File: src/rtl/sif_wa_responder.sv
// sif_wa_responder
//   WA-side target of the SIF link. Decodes the write/read strobes, holds a
//   DEPTH-entry register file, returns read data after RD_LAT cycles and
//   flags rejected or illegal operations.
//
//   Ports
//     clk          clock, rising edge
//     rst_n        asynchronous active-low reset
//     wa_wr_s      write strobe (one cycle per op)
//     wa_rd_s      read strobe (one cycle per op)
//     wa_addr      address, sampled with either strobe
//     wa_data_in   write data, sampled with wa_wr_s
//     wa_data_out  read data, non-zero only while wa_rd_valid=1
//     wa_rd_valid  one-cycle read-response pulse
//     wa_busy      read in flight
//     wa_err       one-cycle pulse for a rejected or illegal op
//     wa_err_cnt   saturating count of wa_err pulses
module sif_wa_responder #(
   parameter int ADDR_W = 8,
   parameter int DATA_W = 32,
   parameter int DEPTH  = 16,
   parameter int RD_LAT = 2
) (
   input  logic              clk,
   input  logic              rst_n,
   input  logic              wa_wr_s,
   input  logic              wa_rd_s,
   input  logic [ADDR_W-1:0] wa_addr,
   input  logic [DATA_W-1:0] wa_data_in,
   output logic [DATA_W-1:0] wa_data_out,
   output logic              wa_rd_valid,
   output logic              wa_busy,
   output logic              wa_err,
   output logic [7:0]        wa_err_cnt
);

   localparam int              IDX_W   = (DEPTH > 1) ? $clog2(DEPTH) : 1;
   localparam logic [ADDR_W:0] DEPTH_C = (ADDR_W+1)'(DEPTH);
   localparam logic [3:0]      LAT_M1  = 4'(RD_LAT - 1);

   typedef enum logic [1:0] {S_IDLE, S_WAIT, S_RESP} state_t;

   state_t            state_q, state_d;
   logic [3:0]        cnt_q, cnt_d;
   logic [DATA_W-1:0] mem_q [DEPTH];
   logic [DATA_W-1:0] rdat_q;
   logic              err_q;
   logic [7:0]        err_cnt_q;

   logic              in_range;
   logic              locked;
   logic              op_wr, op_rd, op_ill;
   logic              wr_acc, rd_acc;
   logic              err_d;
   logic [IDX_W-1:0]  idx;

   // Upper address bits only matter for the range check.
   assign idx      = wa_addr[IDX_W-1:0];
   assign in_range = ({1'b0, wa_addr} < DEPTH_C);

   assign op_wr  =  wa_wr_s & ~wa_rd_s;
   assign op_rd  = ~wa_wr_s &  wa_rd_s;
   assign op_ill =  wa_wr_s &  wa_rd_s;

   // RESP is the last cycle of a read: strobes sampled at the edge that ends
   // it are accepted, so back-to-back reads are spaced RD_LAT+1 cycles.
   assign locked = (state_q == S_WAIT);
   assign wr_acc = op_wr & ~locked & in_range;
   assign rd_acc = op_rd & ~locked & in_range;

   // All error causes collapse into one pulse.
   assign err_d  = op_ill | ((wa_wr_s | wa_rd_s) & (locked | ~in_range));

   // State register
   always_ff @(posedge clk or negedge rst_n) begin
      if (!rst_n) begin
         state_q <= S_IDLE;
         cnt_q   <= '0;
      end else begin
         state_q <= state_d;
         cnt_q   <= cnt_d;
      end
   end

   // Next-state logic. WAIT covers the capture cycle plus RD_LAT-1 more.
   always_comb begin
      state_d = state_q;
      cnt_d   = cnt_q;
      case (state_q)
         S_IDLE, S_RESP: begin
            if (rd_acc) begin
               state_d = S_WAIT;
               cnt_d   = LAT_M1;
            end else begin
               state_d = S_IDLE;
            end
         end
         S_WAIT: begin
            if (cnt_q == 4'd0) state_d = S_RESP;
            else               cnt_d   = cnt_q - 4'd1;
         end
         default: state_d = S_IDLE;
      endcase
   end

   // Register file, read snapshot and error bookkeeping.
   always_ff @(posedge clk or negedge rst_n) begin
      if (!rst_n) begin
         for (int i = 0; i < DEPTH; i++) mem_q[i] <= '0;
         rdat_q    <= '0;
         err_q     <= 1'b0;
         err_cnt_q <= '0;
      end else begin
         if (wr_acc) mem_q[idx] <= wa_data_in;
         // Snapshot at the sample edge; later writes cannot alter the reply.
         if (rd_acc) rdat_q <= mem_q[idx];
         err_q <= err_d;
         if (err_d && (err_cnt_q != 8'hFF)) err_cnt_q <= err_cnt_q + 8'd1;
      end
   end

   // Output logic
   always_comb begin
      wa_rd_valid = (state_q == S_RESP);
      wa_busy     = (state_q != S_IDLE);
      wa_data_out = wa_rd_valid ? rdat_q : '0;
      wa_err      = err_q;
      wa_err_cnt  = err_cnt_q;
   end

endmodule
File: config.mk
export PLATFORM = sky130hd
export DESIGN_NAME = sif_wa_responder
export DESIGN_NICKNAME = d
export VERILOG_FILES = /design/src/rtl/sif_wa_responder.sv
export SDC_FILE = /design/constraint.sdc
export NUM_CORES = 1
export LEC_CHECK = 0
export CORE_MARGIN = 5
export CORE_UTILIZATION = 40
export CTS_BUF_LIST = sky130_fd_sc_hd__clkbuf_8
export DETAILED_ROUTE_END_ITERATION = 8
export PLACE_DENSITY = 0.53
export SYNTH_ARGS = -nofsm -noshare
export SYNTH_HDL_FRONTEND = slang
export SYNTH_SLANG_ARGS = --single-unit
File: constraint.sdc
create_clock -name clk -period 6.1 [get_ports clk]
set_input_delay 0.61 -clock clk [delete_from_list [all_inputs] [get_ports clk]]
set_output_delay 0.61 -clock clk [all_outputs]
set_load 0.02 [all_outputs]
==> metrics <==
status=finished clean; Synth cell types=41; worst endpoint data arrival time=3.04 ns; xor/xnor share of the synthesized area=0.003496; Synth top cells by count=559 x dfrtp_1, 506 x mux2_2, 128 x mux4_2, 74 x clkbuf_1, 58 x nand2_1; Clk Tree Root Cell=clkbuf_8; fmax=around 270 MHz; Layout Nets=roughly 1.7k; antenna violations before repair=1; Core Region=61830 sq um; nature of the critical path endpoint=output port; CP delay by family, top=simple AND/OR/NAND/NOR gates; final total power=slightly above 8 mW; top_reg_cell synth=dfrtp_1; port buffer count=between 80 and 90; minimum clock period after layout=3.653 ns; crit-path max cell delay=slightly below 0.9 ns; clock skew=around 0.026 ns; via count=roughly 14k; Avg Inst Size Synth=between 15 and 20 sq um; Peak VDD IR=~150 uV; maximum number of pins on one net before global-route repair=roughly 170; Num CTS Buffers=99; worst-path maximum fanout=34; post-synth net total=~1.7k; final setup violation count=0; Final GP Congestion=~0.72; # rows=91; vias in the first global route=about 15k; Die ar.=67740 sq um; CTS sink count=approximately 560; Critical Path Start Type=flop; first-pass GRT wire length=96770 um; Pwr per Cell Area=roughly 290 nW/um^2; initial core utilization=0.4053; Die X=between 200 and 300 um; Area Overhead vs Synth=14.81%; Worst Path Required=between 5 and 6 ns; vias per inst=5.396; cell leakage power=13.78 nW; Sum Neg Setup Slack=0 ns; final WL=approximately 62000 um; slowest CP cell=nor2b_4; Synth Area in Compound Gates=0.01968; Worst Setup Path Type=reg2out; Min-Delay Path Class=reg2reg; gr usage total=0.1862; post-route ant nets=0; first-iteration detailed-routing DRC count=a little over 700; relative max-transition margin=0.1720; CTS Buffer Depth=3; HPWL after DPL=around 35000 um; most common cell in the netlist=dfrtp_1; crit path cell chain=nor2b_4 -> and2_1 -> clkdlybuf4s50_1; register area share after synthesis=0.5583; Die H=~260 um; I/O Pins=between 80 and 90; Post-synth ARST share=1.000; final-report max-slew violation count=0; H-tree levels=3; post-DR wirelength/cell=between 20 and 25 um; Synth Warn #=0; share of cells above drive strength 1=0.4729; largest family of logic cells by synthesized area=multiplexers; Post-synth EDFFs=0; leading area contributor after synthesis=dfrtp_1; flops & latches, synth=559; Skew-Pair Late Insertion Delay=0.69 ns; drt pass-1 iters=4; mux contribution to synthesized area=0.3592; adder-cell share of the synthesized area=0.001498; Hold Vio Cnt, Final=0; CTS clk-pin slew, worst paths=roughly 0.06 ns; Worst Max-Slew Pin Slew=about 1.2 ns; post-synth top area share=0.5583; grt total ovfl=0; Setup Buffers After CTS=0; final core utilization=0.4653; Post-route DRC=0; period utilization=0.5988; filler instances=about 5.5k; RSZ-0062 raised after global routing=no; Mapped Cells=around 1.6k; top post-synthesis cells by area=dfrtp_1 56%, mux2_2 23%, mux4_2 12%; Cell Area, Synth=between 20000 and 30000 sq um; Max Cap Viol=0; worst path bufs/invs=1; CTS tree=built; post-synthesis simple-gate area fraction=0.03266
-- logic make-up after synthesis --
kind of cell	count (synthesis)
flops	559
simple gates	157
fa+ha+maj	3
buf+inv	141
compound gates	72
mux	675
xor+xnor	10
-- final cells by class --
cell class                 count  area [sq um]  share of cell area
sequential                   559         13990              0.4863
multi-input combinational    917         10510              0.3653
clock buffer                 134          1844             0.06411
timing repair buffer         118          1127             0.03919
tap                          837          1047             0.03641
clock inverter                43         234.0            0.008134
inverter                       3         11.26           0.0003915
antenna                        2         5.005           0.0001740
-- routing by layer --
layer	vias to the layer above	part of all wire	GRT usage
met5	-	0	0
met4	0	0.016	0.04931
met3	78	0.037	0.03202
met2	224	0.47	0.2937
met1	7640	0.47	0.2700
li1	6157	-	-
-- sequential cells by signal (all words and copies together), names as in the netlist --
signal      count
wa_err_cnt      8
rdat_q         32
state_q         2
wa_err          1
cnt_q           4
mem_q         512
-- cells in the final DEF (no fill, tap or decap), types with 7 or more instances in the layout --
cell type	Yosys	routed
dfrtp_1	559	559
mux2_2	506	506
clkbuf_8	0	134
mux4_2	128	128
clkdlybuf4s50_1	0	81
nand2_1	58	55
mux2i_1	34	34
and2_1	33	33
inv_1	3	33
buf_4	9	32
o21ai_0	24	24
o221ai_1	23	23
nor2_1	26	20
a21oi_1	12	12
nor2_4	3	9
a221oi_1	9	9
mux2_1	7	7
xnor2_1	7	7
-- timing repair --
item                      CTS  global route
hold buffers                1             0
gates resized for setup     0             0
hold endpoints to repair   20             0
-- worst paths after layout --
path / start / to / slack (ns) / cells past startpoint
worst max register to register: state_q[0] / mem_q[239] / 2.96 / 5
worst min-delay path: rdat_q[24] / rdat_q[24] / 0.47 / 2
min in group asynchronous: rst_n / state_q[0] / 0.55 / 2
worst max-delay path: state_q[0] / wa_data_out[0] / 2.45 / 3
worst min register to register: rdat_q[24] / rdat_q[24] / 0.47 / 2
max in group asynchronous: rst_n / mem_q[401] / 4.06 / 3
-- power by group --
part           switching, mW  internal (mW)  total [mW]
Sequential             0.115           3.87        3.99
Clock                   1.58           2.00        3.58
Combinational          0.389          0.306       0.695
Total                   2.08           6.18        8.26
-- worst min-delay path: cells and delay by family, from the launching register on --
kind,cells,cell delay [ns]
AO/OA/AOI/OAI,1,0.05
flip-flops,1,0.34
AND/OR/NAND/NOR,1,0.04
-- per-stage QoR --
step | setup WS, ns | cell area (sq um) | hold slack, ns | std cells
3_5_place_dp | 2.245 | 26670 | 0.4630 | 2433
6_report | 2.447 | 28770 | 0.4682 | 2613
4_1_cts | 2.312 | 28760 | 0.4768 | 2611
5_1_grt | 2.260 | 28760 | 0.5002 | 2612
2_1_floorplan | 3.661 | 25060 | 0.3144 | 1617
3_3_place_gp | 2.302 | 26670 | 0.4548 | 2433
(Power assumes the default switching activity.)
